<file path="src/rtl/cim_pkg.sv">
// rtl/cim_pkg.sv - shared types and constants for the CIM command dispatcher
// Purpose: host op encoding, compute command layout, macro mode constants and geometry.
// Ports: none (package).
package cim_pkg;

    typedef enum logic [1:0] {
        OP_NOP  = 2'b00,
        OP_WR   = 2'b01,
        OP_RD   = 2'b10,
        OP_COMP = 2'b11
    } op_e;

    // Field order matches Compute_command {spec, mode, len, rs1, rs2, rd}
    typedef struct packed {
        logic       spec;
        logic [2:0] mode;
        logic [2:0] len;
        logic [5:0] rs1;
        logic [5:0] rs2;
        logic [5:0] rd;
    } comp_cmd_t;

    localparam logic [2:0] MODE_AND = 3'b010;
    localparam logic [2:0] MODE_MUL = 3'b111;
    localparam int         ROW_NUM  = 16;
    localparam int         COL_BIT  = 6;
    localparam int         CMD_W    = 32;

    function automatic op_e cmd_op(input logic [CMD_W-1:0] word);
        return op_e'(word[31:30]);
    endfunction

endpackage

</file>
<file path="src/rtl/cim_cmd_dispatcher_if.sv">
// rtl/cim_cmd_dispatcher_if.sv - host and macro signal bundle of the dispatcher
// Purpose: groups host command/read-data handshake, ExLdSt channel and Compute channel.
// Modports: slave = dispatcher view, master = host + macro environment view.
interface cim_cmd_dispatcher_if;
    logic        cmd_valid;
    logic        cmd_ready;
    logic [31:0] cmd_word;
    logic        rdata_valid;
    logic [15:0] rdata;
    logic        busy;
    logic        ExLdSt_valid;
    logic [6:0]  ExLdSt_command;
    logic [15:0] ExLdSt_data_o;
    logic        ExLdSt_data_oe;
    logic [15:0] ExLdSt_data_i;
    logic        Compute_valid;
    logic        Compute_ready;
    logic [24:0] Compute_command;

    modport slave (
        input  cmd_valid, cmd_word, ExLdSt_data_i, Compute_ready,
        output cmd_ready, rdata_valid, rdata, busy,
               ExLdSt_valid, ExLdSt_command, ExLdSt_data_o, ExLdSt_data_oe,
               Compute_valid, Compute_command
    );

    modport master (
        output cmd_valid, cmd_word, ExLdSt_data_i, Compute_ready,
        input  cmd_ready, rdata_valid, rdata, busy,
               ExLdSt_valid, ExLdSt_command, ExLdSt_data_o, ExLdSt_data_oe,
               Compute_valid, Compute_command
    );
endinterface

</file>
<file path="src/rtl/cim_cmd_fifo.sv">
// rtl/cim_cmd_fifo.sv - synchronous command FIFO
// Purpose: in-order buffer of host command words; push and pop may coincide when full.
// Ports: clk, rst (async high), i_push/i_wdata, i_pop, o_rdata (head), o_full, o_empty.
module cim_cmd_fifo #(
    parameter int DEPTH = 4,
    parameter int WIDTH = 32
) (
    input  logic             clk,
    input  logic             rst,
    input  logic             i_push,
    input  logic [WIDTH-1:0] i_wdata,
    input  logic             i_pop,
    output logic [WIDTH-1:0] o_rdata,
    output logic             o_full,
    output logic             o_empty
);
    localparam int            AW       = $clog2(DEPTH);
    localparam logic [AW:0]   FULL_CNT = DEPTH[AW:0];

    logic [WIDTH-1:0] r_mem [DEPTH];
    logic [AW-1:0]    r_wptr;
    logic [AW-1:0]    r_rptr;
    logic [AW:0]      r_count;
    logic             w_push_ok;
    logic             w_pop_ok;

    assign o_full    = (r_count == FULL_CNT);
    assign o_empty   = (r_count == '0);
    assign w_pop_ok  = i_pop & ~o_empty;
    // A pop frees the slot in the same cycle, so a full FIFO still accepts a push
    assign w_push_ok = i_push & (~o_full | w_pop_ok);
    assign o_rdata   = r_mem[r_rptr];

    always_ff @(posedge clk) begin
        if (w_push_ok) begin
            r_mem[r_wptr] <= i_wdata;
        end
    end

    // Pointers are AW bits wide so they wrap modulo DEPTH on their own
    always_ff @(posedge clk or posedge rst) begin
        if (rst) begin
            r_wptr  <= '0;
            r_rptr  <= '0;
            r_count <= '0;
        end else begin
            if (w_push_ok) r_wptr <= r_wptr + 1'b1;
            if (w_pop_ok)  r_rptr <= r_rptr + 1'b1;
            case ({w_push_ok, w_pop_ok})
                2'b10:   r_count <= r_count + 1'b1;
                2'b01:   r_count <= r_count - 1'b1;
                default: r_count <= r_count;
            endcase
        end
    end
endmodule

</file>
<file path="src/rtl/cim_cmd_dispatcher.sv">
// rtl/cim_cmd_dispatcher.sv - CIM host command issue stage (FIFO, ExLdSt issue, Compute FSM, read pipe)
// Purpose: buffers host command words and issues them in order to the ExLdSt and Compute channels,
//   returning read data to the host. One Compute outstanding at a time.
// Ports: clk, rst (async high); bus (cim_cmd_dispatcher_if.slave): cmd_valid/cmd_ready/cmd_word,
//   rdata_valid/rdata, busy, ExLdSt_valid/command/data_o/data_oe/data_i, Compute_valid/ready/command.
// Parameters: FIFO_DEPTH (power of 2, >=2), RD_LAT (1..3) issue-edge-to-sample-edge read latency.
// Configuration: CIM_DISP_OVERLAP_EN lets non-conflicting WR/RD issue while a Compute is outstanding;
//   undefined, every WR/RD waits for the Compute to complete.
module cim_cmd_dispatcher
    import cim_pkg::*;
#(
    parameter int FIFO_DEPTH = 4,
    parameter int RD_LAT     = 1
) (
    input  logic                 clk,
    input  logic                 rst,
    cim_cmd_dispatcher_if.slave  bus
);
    typedef enum logic {C_IDLE, C_WAIT} cstate_e;

    cstate_e          r_state;
    cstate_e          w_state_nxt;
    logic             w_push;
    logic             w_pop;
    logic             w_full;
    logic             w_empty;
    logic [31:0]      w_head;
    op_e              w_op;
    logic [5:0]       w_addr;
    comp_cmd_t        w_head_comp;
    comp_cmd_t        r_comp;
    logic             w_hazard;
    logic             w_issue_ex;
    logic             w_load_comp;
    logic             r_ex_valid;
    logic [6:0]       r_ex_cmd;
    logic [15:0]      r_ex_wdata;
    logic [RD_LAT-1:0] r_rd_pipe;
    logic             r_rdata_valid;
    logic [15:0]      r_rdata;
    logic             w_unused;

    cim_cmd_fifo #(.DEPTH(FIFO_DEPTH), .WIDTH(CMD_W)) u_fifo (
        .clk     (clk),
        .rst     (rst),
        .i_push  (w_push),
        .i_wdata (bus.cmd_word),
        .i_pop   (w_pop),
        .o_rdata (w_head),
        .o_full  (w_full),
        .o_empty (w_empty)
    );

    assign w_op        = cmd_op(w_head);
    assign w_addr      = w_head[21:16];
    assign w_head_comp = w_head[24:0];
    assign w_unused    = ^w_head[29:25];

    // Ready also rises when the head leaves this cycle, allowing push+pop while full
    assign bus.cmd_ready = ~w_full | w_pop;
    assign w_push        = bus.cmd_valid & bus.cmd_ready;

    always_comb begin
        w_hazard = 1'b0;
        if (r_state == C_WAIT) begin
`ifdef CIM_DISP_OVERLAP_EN
            if (w_op == OP_WR) begin
                w_hazard = (w_addr == r_comp.rs1) | (w_addr == r_comp.rs2) | (w_addr == r_comp.rd);
            end else if (w_op == OP_RD) begin
                w_hazard = (w_addr == r_comp.rd);
            end
`else
            w_hazard = 1'b1;
`endif
        end
    end

    // Head decision; the hazard uses the registered state, so a stall clears the cycle after Compute_ready
    always_comb begin
        w_state_nxt = r_state;
        w_pop       = 1'b0;
        w_issue_ex  = 1'b0;
        w_load_comp = 1'b0;
        if (!w_empty) begin
            case (w_op)
                OP_NOP: w_pop = 1'b1;
                OP_WR, OP_RD: begin
                    if (!w_hazard) begin
                        w_pop      = 1'b1;
                        w_issue_ex = 1'b1;
                    end
                end
                OP_COMP: begin
                    if (r_state == C_IDLE) begin
                        w_pop       = 1'b1;
                        w_load_comp = 1'b1;
                    end
                end
                default: w_pop = 1'b0;
            endcase
        end
        case (r_state)
            C_IDLE:  if (w_load_comp)       w_state_nxt = C_WAIT;
            C_WAIT:  if (bus.Compute_ready) w_state_nxt = C_IDLE;
            default: w_state_nxt = C_IDLE;
        endcase
    end

    always_ff @(posedge clk or posedge rst) begin
        if (rst) begin
            r_state       <= C_IDLE;
            r_comp        <= '0;
            r_ex_valid    <= 1'b0;
            r_ex_cmd      <= '0;
            r_ex_wdata    <= '0;
            r_rd_pipe     <= '0;
            r_rdata_valid <= 1'b0;
            r_rdata       <= '0;
        end else begin
            r_state    <= w_state_nxt;
            r_ex_valid <= w_issue_ex;
            r_ex_cmd   <= w_issue_ex ? {(w_op == OP_WR), w_addr} : 7'd0;
            r_ex_wdata <= (w_issue_ex && w_op == OP_WR) ? w_head[15:0] : 16'd0;
            if (w_load_comp) begin
                r_comp <= w_head_comp;
            end
            // Read tag shifts until the edge that samples the bus
            r_rd_pipe[0] <= w_issue_ex & (w_op == OP_RD);
            for (int i = 1; i < RD_LAT; i++) begin
                r_rd_pipe[i] <= r_rd_pipe[i-1];
            end
            r_rdata_valid <= r_rd_pipe[RD_LAT-1];
            if (r_rd_pipe[RD_LAT-1]) begin
                r_rdata <= bus.ExLdSt_data_i;
            end
        end
    end

    assign bus.ExLdSt_valid    = r_ex_valid;
    assign bus.ExLdSt_command  = r_ex_cmd;
    assign bus.ExLdSt_data_o   = r_ex_wdata;
    assign bus.ExLdSt_data_oe  = r_ex_valid & r_ex_cmd[6];
    assign bus.Compute_valid   = (r_state == C_WAIT);
    assign bus.Compute_command = r_comp;
    assign bus.rdata_valid     = r_rdata_valid;
    assign bus.rdata           = r_rdata;
    assign bus.busy            = ~w_empty | (r_state == C_WAIT) | (|r_rd_pipe);
endmodule
</file>
<file path="src/flat_wrapper.sv">
// flat-port wrapper written by rule: the top's interface ports become plain ports
module cim_cmd_dispatcher_flat import cim_pkg::*;
#(
    parameter int FIFO_DEPTH = 4,
    parameter int RD_LAT     = 1
)
  (clk, rst, bus_cmd_valid, bus_cmd_word, bus_ExLdSt_data_i, bus_Compute_ready, bus_cmd_ready, bus_rdata_valid, bus_rdata, bus_busy, bus_ExLdSt_valid, bus_ExLdSt_command, bus_ExLdSt_data_o, bus_ExLdSt_data_oe, bus_Compute_valid, bus_Compute_command);
  cim_cmd_dispatcher_if bus_i ();
  input  logic clk;
  input  logic rst;
  input wire logic [$bits(bus_i.cmd_valid)-1:0] bus_cmd_valid;
  input wire logic [$bits(bus_i.cmd_word)-1:0] bus_cmd_word;
  input wire logic [$bits(bus_i.ExLdSt_data_i)-1:0] bus_ExLdSt_data_i;
  input wire logic [$bits(bus_i.Compute_ready)-1:0] bus_Compute_ready;
  output wire logic [$bits(bus_i.cmd_ready)-1:0] bus_cmd_ready;
  output wire logic [$bits(bus_i.rdata_valid)-1:0] bus_rdata_valid;
  output wire logic [$bits(bus_i.rdata)-1:0] bus_rdata;
  output wire logic [$bits(bus_i.busy)-1:0] bus_busy;
  output wire logic [$bits(bus_i.ExLdSt_valid)-1:0] bus_ExLdSt_valid;
  output wire logic [$bits(bus_i.ExLdSt_command)-1:0] bus_ExLdSt_command;
  output wire logic [$bits(bus_i.ExLdSt_data_o)-1:0] bus_ExLdSt_data_o;
  output wire logic [$bits(bus_i.ExLdSt_data_oe)-1:0] bus_ExLdSt_data_oe;
  output wire logic [$bits(bus_i.Compute_valid)-1:0] bus_Compute_valid;
  output wire logic [$bits(bus_i.Compute_command)-1:0] bus_Compute_command;
  assign bus_i.cmd_valid = bus_cmd_valid;
  assign bus_i.cmd_word = bus_cmd_word;
  assign bus_i.ExLdSt_data_i = bus_ExLdSt_data_i;
  assign bus_i.Compute_ready = bus_Compute_ready;
  assign bus_cmd_ready = bus_i.cmd_ready;
  assign bus_rdata_valid = bus_i.rdata_valid;
  assign bus_rdata = bus_i.rdata;
  assign bus_busy = bus_i.busy;
  assign bus_ExLdSt_valid = bus_i.ExLdSt_valid;
  assign bus_ExLdSt_command = bus_i.ExLdSt_command;
  assign bus_ExLdSt_data_o = bus_i.ExLdSt_data_o;
  assign bus_ExLdSt_data_oe = bus_i.ExLdSt_data_oe;
  assign bus_Compute_valid = bus_i.Compute_valid;
  assign bus_Compute_command = bus_i.Compute_command;
  cim_cmd_dispatcher #(.FIFO_DEPTH(FIFO_DEPTH), .RD_LAT(RD_LAT)) u_core (.clk(clk), .rst(rst), .bus(bus_i));
endmodule
</file>
<file path="config.mk">
export PLATFORM = sky130hd
export DESIGN_NAME = cim_cmd_dispatcher_flat
export DESIGN_NICKNAME = d
export VERILOG_FILES = /design/src/rtl/cim_pkg.sv /design/src/rtl/cim_cmd_dispatcher_if.sv /design/src/rtl/cim_cmd_fifo.sv /design/src/rtl/cim_cmd_dispatcher.sv /design/src/flat_wrapper.sv
export SDC_FILE = /design/constraint.sdc
export NUM_CORES = 1
export LEC_CHECK = 0
export CAP_MARGIN = 15
export CORE_MARGIN = 2
export CORE_UTILIZATION = 30
export CTS_CLUSTER_DIAMETER = 80
export DETAILED_ROUTE_END_ITERATION = 10
export GPL_ROUTABILITY_DRIVEN = 0
export REMOVE_ABC_BUFFERS = 1
export SLEW_MARGIN = 25
export SYNTH_ARGS = -nofsm -noshare
export SYNTH_HDL_FRONTEND = slang
export SYNTH_SLANG_ARGS = --single-unit
</file>
<file path="constraint.sdc">
create_clock -name clk -period 2.9 [get_ports clk]
set_input_delay 0.58 -clock clk [delete_from_list [all_inputs] [get_ports clk]]
set_output_delay 0.58 -clock clk [all_outputs]
set_load 0.05 [all_outputs]
</file>
### After elaboration in Yosys (flattened, before gate mapping)

Memories as Yosys holds them, arrays and structs flattened.
Index checks and enable logic that the tools add are counted.

| word-level totals | value |
|---|---|
| bits in writable memories | 128 |
| memory bits (read-only) | 0 |
| memories kept | 1 |
| logic and storage cells | 61 |
| register bits | 75 |
| latch bits | 0 |

| operators by class | value |
|---|---|
| eq/ne operators | 6 |
| div/mod/pow operators | 0 |
| magnitude comparators | 0 |
| reduce and logical (&&, ||, !) cells | 5 |
| bitwise gates (word level) | 12 |
| multiply operators | 0 |
| shifts and indexed selects | 0 |
| add/subtract/negate cells | 4 |
| muxes and demuxes | 17 |

Memory list:

| memory | depth | width | read ports | clocked after Yosys merged registers in | wr ports | RTL line | source |
|---|---|---|---|---|---|---|---|
| u_core.u_fifo.r_mem | 4 | 32 | 1 | 0 | 1 | cim_cmd_fifo.sv:20 | `logic [WIDTH-1:0] r_mem [DEPTH];` |

Operators with widths:

| cell | count |
|---|---|
| $mux W16 | 1 |
| $mux W1 | 12 |
| $mux W7 | 1 |
| $eq A2 B2 Y1 const B | 3 |
| $pmux W3 S2 | 1 |
| $and A1 B1 Y1 | 5 |
| $add A2 B1 Y2 const B | 2 |
| $eq A2 B1 Y1 const B | 2 |
| $or A1 B1 Y1 | 4 |
| $add A3 B1 Y3 const B | 1 |
| $eq A3 B3 Y1 const B | 1 |
| $logic_not A3 Y1 | 1 |
| $not A1 Y1 | 3 |
| $pmux W1 S3 | 1 |
| $sub A3 B1 Y3 const B | 1 |
| $logic_not A2 Y1 | 1 |
| $pmux W1 S2 | 1 |
| $reduce_bool A2 Y1 | 1 |
| $reduce_or A2 Y1 | 1 |
| $logic_and A1 B1 Y1 | 1 |

### Longest topological paths before layout

An unclocked memory read counts as a cell.

| depth | value |
|---|---|
| depth in word-level cells | 10 |
| mapped depth | 14 |

### Cells and area by module

Synthesis repeated with hierarchy kept, for this count alone.

| second synthesis, totals | value |
|---|---|
| cell total of the unflattened synthesis | 363 |
| area total of the unflattened synthesis | 7539.7 µm² |

Modules (own cells, without submodules):

| module | instances | sequential area each (µm²) | area an instance (µm²) | cells an instance |
|---|---|---|---|---|
| cim_cmd_fifo | 1 | 4018.9 | 5048.6 | 207 |
| cim_cmd_dispatcher | 1 | 1701.6 | 2491.1 | 156 |

### Worst setup path after synthesis

No wires, ideal clock.

| timing | value |
|---|---|
| path kind | register to register |
| start | reg u_core.u_fifo.r_rptr[0] |
| end | mem u_core.u_fifo.r_mem[0][0], enable pin |
| data required time | 2.514 ns |
| buffers on the path | 2 |
| period minus slack after synthesis | 3.139 ns |
| stages on the path, launching flop included | 9 |
| data arrival time | 2.753 ns |
| library setup time | 0.386 ns |
| path slack | -0.239 ns |
| cells stage by stage | dfrtp_1 > buf_6 > buf_6 > mux4_2 > inv_1 > ha_1 > and2b_1 > a31oi_1 > and2_1 |

| between the ends | value |
|---|---|
| cells in the longest elaborated chain, start to end | 10 |
| elaborated cells between the ends (all ways) | 15 |
| those cells by class | eq/ne (3); mux (4); bitwise (5); reduce/logical (2); memory (1) |

Ends and longest elaborated chain:

| element | RTL line | source |
|---|---|---|
| start, declared | cim_cmd_fifo.sv:22 | `logic [AW-1:0] r_rptr;` |
| start signal, assigned | cim_cmd_fifo.sv:48 | `if (w_pop_ok) r_rptr <= r_rptr + 1'b1;` |
| $mem_v2 Z4 W32 * | - |  |
| $eq A2 B2 Y1 or $eq A2 B1 Y1 (tied branches) | cim_cmd_dispatcher.sv:85 | `case (w_op)` |
| $reduce_or A2 Y1 | cim_cmd_dispatcher.sv:85 |  |
| $pmux W1 S3 * | cim_cmd_dispatcher.sv:85 |  |
| $mux W1 * | cim_cmd_dispatcher.sv:84 | `if (!w_empty) begin` |
| $or A1 B1 Y1 or $and A1 B1 Y1 (tied branches) | cim_cmd_dispatcher.sv:60, cim_cmd_fifo.sv:29 |  |
| $and A1 B1 Y1 or $or A1 B1 Y1 (tied branches) | cim_cmd_dispatcher.sv:61, cim_cmd_fifo.sv:31 |  |
| $and A1 B1 Y1 * | cim_cmd_fifo.sv:31 | `assign w_push_ok = i_push & (~o_full \| w_pop_ok);` |
| $mux W1 * | cim_cmd_fifo.sv:35 | `if (w_push_ok) begin` |
| $mux W1 (not written as such) * | cim_cmd_fifo.sv:36 | `r_mem[r_wptr] <= i_wdata;` |
| end, declared | cim_cmd_fifo.sv:20 |  |

Mark *: on every way between the ends. The rest lies on a longest branch, timed or not.

### Worst setup path after layout

| timing | value |
|---|---|
| start | reg u_core.u_fifo.r_rptr[0] |
| end | out bus_cmd_ready |

| between the ends | value |
|---|---|
| cells in the longest elaborated chain, start to end | 6 |
| elaborated cells between the ends (all ways) | 9 |
| those cells by class | eq/ne (3); mux (2); bitwise (1); reduce/logical (2); memory (1) |

Ends and longest elaborated chain:

| element | RTL line | source |
|---|---|---|
| $mem_v2 Z4 W32 * | - |  |
| $eq A2 B2 Y1 or $eq A2 B1 Y1 (tied branches) | cim_cmd_dispatcher.sv:85 |  |
| $reduce_or A2 Y1 | cim_cmd_dispatcher.sv:85 |  |
| $pmux W1 S3 * | cim_cmd_dispatcher.sv:85 |  |
| $mux W1 * | cim_cmd_dispatcher.sv:84 |  |
| $or A1 B1 Y1 * | cim_cmd_dispatcher.sv:60 | `assign bus.cmd_ready = ~w_full \| w_pop;` |
| end, declared | flat_wrapper.sv:15 | `output wire logic [$bits(bus_i.cmd_ready)-1:0] bus_cmd_ready;` |

Marks and branches as above.

==> flow_summary.rst <==
.. list-table::
   :header-rows: 1

   * - Metric
     - Value
   * - Die width
     - between 150 and 200 um
   * - Placeable core region
     - approximately 23,000 um2
   * - Clock tree from TritonCTS
     - built
   * - Number of warnings printed during yosys synthesis
     - 0
   * - Initial cell density of the core
     - 0.3029
   * - Fin. max-slew vios
     - 0
   * - Area used by multi-input combinational logic
     - ~1600 um2
   * - Pin count of the biggest net entering global routing
     - 33
   * - Clock-pin slew reported for the worst setup and hold paths after clock tree synthesis
     - ~0.070 ns
   * - Initial DRC count
     - roughly 170
   * - Synthesis-to-layout area growth
     - 32.59%
   * - Worst voltage drop across the vdd grid
     - just under 0.4 mV
   * - Clock sinks
     - between 150 and 200
   * - Post-synthesis compound-gate area fraction
     - 0.002019
   * - Mean Syn Cell Area
     - around 20 um2
   * - Number of maximum-capacitance constraint violations
     - 0
   * - Area used by sequential logic in the layout
     - approximately 5100 um2
   * - Setup crit start kind
     - register
   * - Parity-gate share of the synthesized area counting xor and xnor cells
     - 0.007711
   * - Post-detailed-route count of antenna-violating nets
     - 0
   * - Power per cell area
     - about 1200 nW/um2
   * - Library cell contributing the largest single delay on the critical path
     - mux4_2
   * - Maximum buffer depth of the clock tree
     - 2
   * - Worst slack at placement
     - approximately 0.11 ns
   * - Avg WL per Cell
     - 17.78 um
   * - Total Wirelength
     - 13.78 mm
   * - Worst hold slack across all endpoints
     - 0.5043 ns
   * - Simple-gate share of the synthesized area
     - 0.03929
   * - Area share of fa/ha/maj cells after synthesis
     - 0.01946
   * - H-tree levels
     - 4
   * - Wire length of the first global-routing pass
     - about 22 mm
   * - Half-perimeter wire length after detailed placement
     - 9.209 mm
   * - Boundary Pins
     - approximately 120
   * - Layout cells sized above 1
     - 0.2658
   * - Placement Rows
     - 55
   * - Required time of the critical path
     - between 2 and 2.5 ns
   * - DIE HEIGHT
     - around 150 um
   * - Post-layout nets
     - 538
   * - Path class of the lowest-slack min-delay path
     - reg -> reg
   * - # DRC
     - 0
   * - Slowest stage delay, CP
     - between 0.5 and 0.6 ns
   * - Setup CP Type
     - reg -> out
   * - Number of failing hold endpoints at the final stage
     - 0
   * - Minimum clock period after layout
     - 2.736 ns
   * - Arr. time, crit path
     - between 2 and 2.5 ns
   * - Pwr Total
     - approximately 11 mW
   * - Final setup violating endpoints
     - 0
   * - Clock tree root driver cell
     - clkbuf_16
   * - GRT Util Overall
     - 0.1225
   * - Worst rel slew slack
     - 0.4582
   * - Sequential share of the synthesized area
     - 0.7512
   * - Number of antenna violations at the first check in global routing
     - 1
   * - Number of register bits inferred by synthesis
     - 183
   * - Highest Clock Rate
     - approximately 370 MHz
   * - Outcome
     - completed
   * - Ratio of final minimum period to clock period
     - 0.9433
   * - Synthesized instance count
     - about 340
   * - Most common library cell in the layout ignoring fill and taps
     - clkdlybuf4s50_1
   * - Remaining Overflow, GRT
     - 0
   * - # fillers
     - around 2,000
   * - Min setup slack post-route
     - between 0.15 and 0.2 ns
   * - Routed via count
     - 3,431
   * - Post-synthesis instance area
     - approximately 6800 um2
   * - Setup crit end kind
     - primary output
   * - Main combinational cell family by area after synthesis
     - multiplexers
   * - CTS buffer count
     - 17
   * - Clock Skew
     - 0.008819 ns
   * - I/O Buffers
     - approximately 120
   * - Count of unique library cells instantiated by Yosys
     - 29
   * - Mux cell area share after synthesis
     - 0.1617
   * - Crit Path Max Fanout
     - 4
   * - Total die area
     - 23,940 um2
   * - Leading cell types in the layout, fill and taps excluded
     - clkdlybuf4s50_1 (115), edfxtp_1 (108), dfrtp_1 (73)
   * - Vias per Instance
     - roughly 4.4
   * - Worst-Margin Slew
     - ~0.8 ns
   * - Setup repair after global routing missed its margin
     - no
   * - Source-to-sink clock delay at the later pin of the worst-skew pair
     - between 0.4 and 0.5 ns
   * - Critical-path cell list
     - mux4_2, inv_1, ha_1, and2b_1, nand3_1, buf_12
   * - Number of global-route vias before repair
     - 3,741
   * - Cell leakage power
     - ~3.4 nW
   * - Length of the first detailed-routing pass in iterations
     - 4
## layout make-up
cell class                      count  area share
Clock inverter                     15     0.01828
Sequential cell                   183      0.5669
Inverter                           11    0.004708
Timing Repair Buffer              135      0.1482
Tap cell                          285     0.03946
Antenna cell                        1   0.0002769
Clock buffer                       17     0.04708
Multi-Input combinational cell    128      0.1752
## state kept, by name, summed over array words and instances, names as in the netlist
signal                      cells
u_core.u_fifo.r_mem           108
u_core.bus.Compute_command     25
u_core.bus.ExLdSt_data_o       16
u_core.bus.rdata               16
u_core.bus.ExLdSt_command       7
u_core.u_fifo.r_count           3
u_core.u_fifo.r_rptr            2
u_core.u_fifo.r_wptr            2
u_core.bus.Compute_valid        1
u_core.bus.ExLdSt_valid         1
u_core.bus.rdata_valid          1
u_core.r_rd_pipe                1
## cell families after synthesis
| group | count (synthesis) |
|---|---|
| xor+xnor | 6 |
| fa+ha+maj | 10 |
| mux | 70 |
| compound gates | 2 |
| simple gates | 40 |
| buf+inv | 24 |
| flops | 183 |
## final timing paths
path                                               start                             end  slack [ns]  cells after the start
max                              u_core.u_fifo.r_rptr[0]                   bus_cmd_ready        0.16                      6
min                        u_core.bus.Compute_command[5]   u_core.bus.Compute_command[5]        0.50                      1
max reg2reg                      u_core.u_fifo.r_rptr[0]        u_core.u_fifo.r_count[2]        0.17                     11
min reg2reg                u_core.bus.Compute_command[5]   u_core.bus.Compute_command[5]        0.50                      1
max in group asynchronous                            rst  u_core.bus.Compute_command[15]        1.72                      3
min in group asynchronous                            rst    u_core.bus.ExLdSt_command[6]        0.55                      2
## through the flow
step | util | instances | setup TNS, ns | instance area, um2
4_1_cts | 0.4007 | 772 | 0 | 9016
3_3_place_gp | 0.3744 | 740 | 0 | 8426
6_report | 0.4016 | 775 | 0 | 9036
5_1_grt | 0.4016 | 775 | 0 | 9036
3_5_place_dp | 0.3744 | 740 | 0 | 8426
2_1_floorplan | - | 322 | -108.76 | 6730
## cells in the mapped netlist
| library cell | n | area [um2] |
|---|---|---|
| buf_6 | 4 | 45.04 |
| nor2_1 | 4 | 15.01 |
| and3_1 | 16 | 100.1 |
| and2b_1 | 1 | 7.510 |
| nand3_1 | 1 | 5.000 |
| mux2i_1 | 1 | 10.01 |
| buf_1 | 1 | 3.750 |
| mux4_1 | 2 | 52.55 |
| xnor2_1 | 2 | 17.52 |
| and2_1 | 13 | 81.33 |
| nor3b_1 | 1 | 7.510 |
| dfrtp_1 | 75 | 1877 |
| nand2_1 | 1 | 3.750 |
| clkbuf_1 | 5 | 18.77 |
| a31oi_1 | 1 | 6.260 |
| edfxtp_1 | 108 | 3243 |
| inv_1 | 11 | 41.29 |
| xor2_1 | 4 | 35.03 |
| buf_2 | 2 | 10.01 |
| ha_1 | 9 | 112.6 |
| buf_4 | 1 | 7.510 |
| mux4_2 | 25 | 563.0 |
| mux2_2 | 41 | 461.7 |
| fa_1 | 1 | 20.02 |
| nor3b_2 | 1 | 12.51 |
| nor3b_4 | 1 | 18.77 |
| nor3_4 | 1 | 16.27 |
| mux2_4 | 1 | 15.01 |
| a21o_1 | 1 | 7.510 |
## worst max-delay path, delay by kind of cell, from the launching register on
family                   cells  cell delay [ns]
adder cells (fa/ha/maj)      1             0.14
multiplexers                 1             0.55
flip-flops                   1             0.42
buffers and inverters        2             0.26
AND/OR/NAND/NOR              2             0.36
## routing by layer
layer / vias up / track usage / part of all wire
met1: 1798 / 0.1449 / 0.42
met3: 14 / 0.03334 / 0.035
met4: 0 / 0.04497 / 0.014
met5: - / 0 / 0
met2: 66 / 0.2145 / 0.53
li1: 1553 / - / -
## what timing repair did
item                                    in CTS  in global routing
hold buffers                                 0                  0
gates resized for setup                      0                  1
setup buffers                                0                  2
endpoints found under the setup margin       0                  1
hold endpoints to repair                     0                  0
## power breakdown
part           total [mW]  internal (mW)  switching, mW  leakage [nW]
Sequential           3.92           3.59          0.332          1.92
Clock                2.29           1.29          0.999         0.289
Combinational        4.94           2.00           2.94          1.23
Total                11.2           6.88           4.27          3.44
(Power assumes the default switching activity.)
